<file path="config.mk">
export PLATFORM = sky130hd
export DESIGN_NAME = fp_result_collector
export DESIGN_NICKNAME = d
export VERILOG_FILES = /design/src/rtl/fp_collect_pkg.sv /design/src/rtl/result_fifo.sv /design/src/rtl/fp_result_collector.sv
export SDC_FILE = /design/constraint.sdc
export NUM_CORES = 1
export LEC_CHECK = 0
export BUFFER_PORTS_ARGS = -buffer_cell sky130_fd_sc_hd__clkbuf_2
export CORE_UTILIZATION = 56
export DETAILED_ROUTE_END_ITERATION = 8
export PLACE_DENSITY = 0.78
export SETUP_SLACK_MARGIN = 0.1
export SLEW_MARGIN = 20
export SYNTH_ARGS = -nofsm -noshare
export SYNTH_HDL_FRONTEND = slang
export SYNTH_SLANG_ARGS = --single-unit
</file>
<file path="constraint.sdc">
create_clock -name clk -period 5.06 [get_ports clk]
set_input_delay 0.253 -clock clk [delete_from_list [all_inputs] [get_ports clk]]
set_output_delay 0.253 -clock clk [all_outputs]
set_load 0.05 [all_outputs]
</file>
<file path="src/rtl/fp_collect_pkg.sv">
// Shared FP32 field layout, result-class bit positions and collector state type
// for fp_result_collector and its FIFO.
package fp_collect_pkg;

    localparam int SIGN_BIT = 31;
    localparam int EXP_MSB = 30;
    localparam int EXP_LSB = 23;
    localparam int FRAC_W = 23;
    localparam logic [7:0] EXP_ALL_ONES = 8'hFF;

    localparam int CLS_ZERO = 0;
    localparam int CLS_DENORM = 1;
    localparam int CLS_INF = 2;
    localparam int CLS_NAN = 3;

    typedef enum logic {
        ST_IDLE = 1'b0,
        ST_COLLECT = 1'b1
    } collect_state_t;

    // The sign never affects the class, so only exponent and fraction are passed in.
    function automatic logic [3:0] fp_classify(input logic [SIGN_BIT-1:0] mag);
        logic [7:0] exp_f;
        logic frac_nz;
        exp_f = mag[EXP_MSB:EXP_LSB];
        frac_nz = |mag[FRAC_W-1:0];
        fp_classify = '0;
        fp_classify[CLS_ZERO] = (exp_f == 8'h00) && !frac_nz;
        fp_classify[CLS_DENORM] = (exp_f == 8'h00) && frac_nz;
        fp_classify[CLS_INF] = (exp_f == EXP_ALL_ONES) && !frac_nz;
        fp_classify[CLS_NAN] = (exp_f == EXP_ALL_ONES) && frac_nz;
    endfunction

endpackage

</file>
<file path="src/rtl/result_fifo.sv">
// Synchronous first-word-fall-through FIFO; a write into a full FIFO is only
// taken when a read happens in the same cycle, otherwise it is dropped.
module result_fifo #(
    parameter int DEPTH = 2,
    parameter int WIDTH = 32,
    parameter int LVL_W = $clog2(DEPTH + 1)
) (
    input  logic             clk,
    input  logic             rst,
    input  logic             wr_en,
    input  logic [WIDTH-1:0] wr_data,
    input  logic             rd_en,
    output logic [WIDTH-1:0] rd_data,
    output logic             full,
    output logic             empty,
    output logic [LVL_W-1:0] level
);

    localparam int PTR_W = (DEPTH > 1) ? $clog2(DEPTH) : 1;

    logic [WIDTH-1:0] mem [DEPTH];
    logic [PTR_W-1:0] wr_ptr;
    logic [PTR_W-1:0] rd_ptr;
    logic do_wr;
    logic do_rd;

    assign empty = (level == '0);
    assign full = (level == LVL_W'(DEPTH));
    assign do_rd = rd_en && !empty;
    assign do_wr = wr_en && (!full || do_rd);
    assign rd_data = empty ? '0 : mem[rd_ptr];

    always_ff @(posedge clk) begin
        if (do_wr) begin
            mem[wr_ptr] <= wr_data;
        end
    end

    // DEPTH is a power of two, so the pointers wrap by natural overflow.
    always_ff @(posedge clk) begin
        if (rst) begin
            wr_ptr <= '0;
            rd_ptr <= '0;
            level <= '0;
        end else begin
            if (do_wr) begin
                wr_ptr <= wr_ptr + 1'b1;
            end
            if (do_rd) begin
                rd_ptr <= rd_ptr + 1'b1;
            end
            case ({do_wr, do_rd})
                2'b10: level <= level + 1'b1;
                2'b01: level <= level - 1'b1;
                default: level <= level;
            endcase
        end
    end

endmodule

</file>
<file path="src/rtl/fp_result_collector.sv">
// Reassembles byte-serial FP32 ALU results into words and queues them for the host.
// Build option RESULT_CLASSIFY_EN stores a zero/denorm/inf/NaN class with each word.
//
// state      | meaning
// ST_IDLE    | waiting for the first byte of a frame
// ST_COLLECT | bytes 1..3 of a frame expected on consecutive cycles
module fp_result_collector
    import fp_collect_pkg::*;
#(
    parameter int DEPTH = 2,
    parameter int LVL_W = $clog2(DEPTH + 1)
) (
    input  logic             clk,
    input  logic             rst,
    input  logic [7:0]       byte_in,
    input  logic             byte_valid,
    output logic [31:0]      res_data,
    output logic [3:0]       res_class,
    output logic             res_valid,
    input  logic             res_ready,
    output logic [LVL_W-1:0] level,
    output logic             frame_err,
    output logic             ovf_err,
    input  logic             clr_err
);

    collect_state_t state;
    logic [1:0] byte_cnt;
    logic [23:0] low_bytes;
    logic [31:0] push_word;
    logic push;
    logic pop;
    logic fifo_full;
    logic fifo_empty;

    assign push = (state == ST_COLLECT) && byte_valid && (byte_cnt == 2'd3);
    assign push_word = {byte_in, low_bytes};
    assign res_valid = !fifo_empty;
    assign pop = res_valid && res_ready;

`ifdef RESULT_CLASSIFY_EN
    localparam int FIFO_W = 36;
    logic [FIFO_W-1:0] wr_data;
    logic [FIFO_W-1:0] rd_data;
    assign wr_data = {fp_classify(push_word[SIGN_BIT-1:0]), push_word};
    assign res_data = rd_data[31:0];
    assign res_class = rd_data[35:32];
`else
    localparam int FIFO_W = 32;
    logic [FIFO_W-1:0] wr_data;
    logic [FIFO_W-1:0] rd_data;
    assign wr_data = push_word;
    assign res_data = rd_data;
    assign res_class = '0;
`endif

    // Bytes shift in from the top, so after three bytes low_bytes holds {b2, b1, b0}.
    always_ff @(posedge clk) begin
        if (rst) begin
            state <= ST_IDLE;
            byte_cnt <= '0;
            low_bytes <= '0;
            frame_err <= 1'b0;
            ovf_err <= 1'b0;
        end else begin
            if (clr_err) begin
                frame_err <= 1'b0;
                ovf_err <= 1'b0;
            end
            case (state)
                ST_IDLE: begin
                    if (byte_valid) begin
                        low_bytes <= {byte_in, low_bytes[23:8]};
                        byte_cnt <= 2'd1;
                        state <= ST_COLLECT;
                    end
                end
                ST_COLLECT: begin
                    if (!byte_valid) begin
                        frame_err <= 1'b1;
                        byte_cnt <= '0;
                        state <= ST_IDLE;
                    end else if (push) begin
                        byte_cnt <= '0;
                        state <= ST_IDLE;
                    end else begin
                        low_bytes <= {byte_in, low_bytes[23:8]};
                        byte_cnt <= byte_cnt + 1'b1;
                    end
                end
                default: state <= ST_IDLE;
            endcase
            if (push && fifo_full && !pop) begin
                ovf_err <= 1'b1;
            end
        end
    end

    result_fifo #(
        .DEPTH(DEPTH),
        .WIDTH(FIFO_W),
        .LVL_W(LVL_W)
    ) u_fifo (
        .clk(clk),
        .rst(rst),
        .wr_en(push),
        .wr_data(wr_data),
        .rd_en(pop),
        .rd_data(rd_data),
        .full(fifo_full),
        .empty(fifo_empty),
        .level(level)
    );

endmodule

</file>
==> implementation parameters <==
Parameter                              Value

Worst setup path
  Data arrival time at the worst-slack endpoint    1990 ps
  Required time of the critical path    4810 ps
  Critical Path Start Type    register
  Kind of critical path    register to primary output
  Maximum cell stage delay along the critical path    1000 ps
  Ordered list of cells on the worst path    mux2i_1 > nor2_1 > clkbuf_2
  Maximum fanout encountered on the critical timing path    32
  Slowest CP cell    sky130_fd_sc_hd__dfxtp_2
  Nature of the critical path endpoint    primary output
  Worst reg2reg startpoint    byte_cnt[0]

Power and ir drop
  Leakage component of the power    1.47 nW
  Worst supply voltage drop on vdd    around 0.18 mV
  Power per unit of standard cell area    about 320 mW/mm^2

Logic synthesis
  Cells after Synth    296
  Most common cell in the netlist    sky130_fd_sc_hd__edfxtp_1
  Dominant combinational cell family by area after synthesis    simple AND/OR/NAND/NOR gates
  Fraction of registers with async set/reset    0
  Fraction of the mapped netlist area in compound gates    0.0602
  Mux cell area share after synthesis    0.0865
  Number of enable-type register cells in the synthesized netlist    64
  Share of the synthesized area in the top cell type    0.519
  Warnings from Yosys    0
  Sequential element share of the synthesized area    0.703
  XOR/XNOR share of the synthesized area    0.00473
  Top cells by area in the synthesized netlist    sky130_fd_sc_hd__edfxtp_1 52%, sky130_fd_sc_hd__dfxtp_1 18%, sky130_fd_sc_hd__mux2i_1 8.7%
  Number of storage elements in the synthesis netlist    98
  Netlist area before placement    0.00370 mm^2
  Syn Area/Cell    12.5 um^2
  Post-synthesis simple-gate area fraction    0.107
  Top flip-flop cell by instance count after synthesis    sky130_fd_sc_hd__edfxtp_1
  Top cells by count, synth    64 x sky130_fd_sc_hd__edfxtp_1, 49 x sky130_fd_sc_hd__nand2_1, 39 x sky130_fd_sc_hd__nor2_1
  Cell taking the most area after synthesis    sky130_fd_sc_hd__edfxtp_1
  Number of distinct standard cells referenced by the synthesized netlist    28
  Fraction of the mapped netlist area in adder cells    0.00338

STA
  Worst max-slew margin expressed relative to the limit    0.331
  Final worst path period need    2250 ps
  Slew at the pin with the worst max-slew slack    about 1000 ps
  WHS    approximately 110 ps
  Final-report hold violation count    0
  Max Clock Freq    445 MHz
  Final number of setup-violating endpoints    0
  Fin Setup TNS    0 ps
  Worst clock skew    5.74 ps
  Share of the clock period used by the worst path after layout    0.444
  Unrepaired setup endpoints after global routing    no
  Final max-slew violation count    0

Layout
  Number of antenna cells inserted    0
  Synth-to-layout area growth    12.1%
  Fill cell count    between 400 and 500
  Number of nets in the layout    355
  Post-layout util    0.653
  Cell Count, Final, Fillers Out    about 420
  Share of final-layout standard cells stronger than drive strength 1    0.202

Placement
  Number of input and output port buffers inserted    roughly 50
  Routability cong.    0.763
  Instance count after placement with tap cells included    407
  Detailed placement HPWL    3.80 mm

Route
  Vias/cell    about 5.3
  Detailed-route DRC error count    0
  Post-DRT Antenna Nets    0
  Routed wirelength normalized by instance count    ~15 um
  Detailed-router iteration count before antenna repair    4
  DRT iter0 DRCs    164
  Number of vias after detailed routing    2247
  Drt total wl    6.17 mm

GRT
  Largest net degree at the start of global routing    35
  Leftover overflow at the end of global routing    0
  Via count of the first global-routing pass    2083
  Number of antenna violations at the first check in global routing    0
  Wire length of the first global-routing pass    9.96 mm
  GRT Overall Usage    0.189

Floorplanning
  Placeable core region    0.00635 mm^2
  Initial core utilization    0.583
  Die height    83.3 um
  Area enclosed by the die boundary    0.00694 mm^2
  Floorplan die width    83.3 um
  Ports    54
  Total number of placement rows    29

Clocking
  Bufs on Longest Clock Path    2
  Clock sinks    98
  Clock Tree Root    sky130_fd_sc_hd__clkbuf_8
  Number of buffers created by CTS    9
  Clock-pin slew on the worst setup and hold paths    80 ps
  Number of hold buffers added after CTS    0
  Post-CTS Setup Inserts    0
  Resized cells post-CTS    0
  CTS tree    built
  Insertion delay to the later sink of the worst-skew pair    350 ps
  Number of H-tree branching levels    3

Outcome
  Run status    complete, no violations

Hold path
  Hold path start    byte_in[4]
  Worst Hold Class    primary input to register

Run
  Number of maximum-capacitance constraint violations    0
## where the power goes
part	switching, W	internal, W
sequential	0.00000813	0.000855
clock	0.000235	0.000192
combinational	0.0000286	0.0000107
total	0.000272	0.00106
## logic make-up (layout without fill, tap and decap cells)
kind of cell / after synthesis / count (layout)
and+or+nand+nor: 99 / 99
DFF: 98 / 98
AOI/OAI and AO/OA: 38 / 38
muxes: 32 / 32
buffers and inverters: 25 / 72
xor gates and xnor gates: 2 / 2
adders and majority gates: 1 / 1
other: 1 / 4
## path summary, 6_finish.rpt
check	depth (start not counted)	endpoint	slack, ps
max	3	res_data[9]	2810
min reg2reg	0	u_fifo.mem[1][4]	460
min	1	u_fifo.mem[1][28]	110
max reg2reg	5	u_fifo.mem[0][9]	3070
## layout by cell type, fill, tap and decap left out, types with 2 or more instances in the layout
cell and n:
sky130_fd_sc_hd__nand3_1 3, sky130_fd_sc_hd__mux2i_1 32, sky130_fd_sc_hd__o21ai_0 3, sky130_fd_sc_hd__dfxtp_1 33, sky130_fd_sc_hd__edfxtp_1 64, sky130_fd_sc_hd__nand2b_1 2, sky130_fd_sc_hd__conb_1 4, sky130_fd_sc_hd__clkbuf_1 4
sky130_fd_sc_hd__clkbuf_8 10, sky130_fd_sc_hd__nand2_1 49, sky130_fd_sc_hd__buf_4 3, sky130_fd_sc_hd__inv_1 4, sky130_fd_sc_hd__clkbuf_2 49, sky130_fd_sc_hd__a21oi_1 29, sky130_fd_sc_hd__nor2_1 38
## critical path: cells and delay by family, from the launching register on
kind / cells / cell delay, ps
flops: 1 / 1000
buf+inv: 1 / 280
mux: 1 / 230
simple gates: 1 / 130
## state kept, by name (all words and copies together) (netlist names), named ones only
name / flops
low_bytes: 24
u_fifo.wr_ptr: 1
frame_err: 1
ovf_err: 1
byte_cnt: 2
u_fifo.mem: 64
u_fifo.level: 2
state: 1
u_fifo.rd_ptr: 1
## per-stage QoR
stage | area (um^2) | power [W] | setup slack (ps)
6_report | 4150 | 0.00133 | 2810
5_1_grt | 4150 | 0.00138 | 2650
4_1_cts | 4140 | 0.00134 | 2760
3_5_place_dp | 3980 | 0.000921 | 3120
3_3_place_gp | 3980 | 0.000919 | 3170
2_1_floorplan | 3710 | 0.000910 | 1250
## layout make-up
class / instances / area (um^2) / area share
well taps: 77 / 96.3 / 0.0232
clock inverters: 2 / 12.5 / 0.00302
inverters: 4 / 15.0 / 0.00362
flip-flops and latches: 98 / 2600 / 0.628
multi-input cells: 176 / 1000 / 0.241
repair buffers: 52 / 268 / 0.0645
clock buffers: 14 / 153 / 0.0368
## routing by layer
| metal | up-vias | GRT usage | wire (um) |
|---|---|---|---|
| met5 | - | 0 | 0 |
| met1 | 1069 | 0.243 | 2580 |
| met4 | 0 | 0.103 | 140 |
| li1 | 1106 | - | - |
| met3 | 13 | 0.0388 | 293 |
| met2 | 59 | 0.303 | 3150 |
Power figures use the tool's default switching activity.
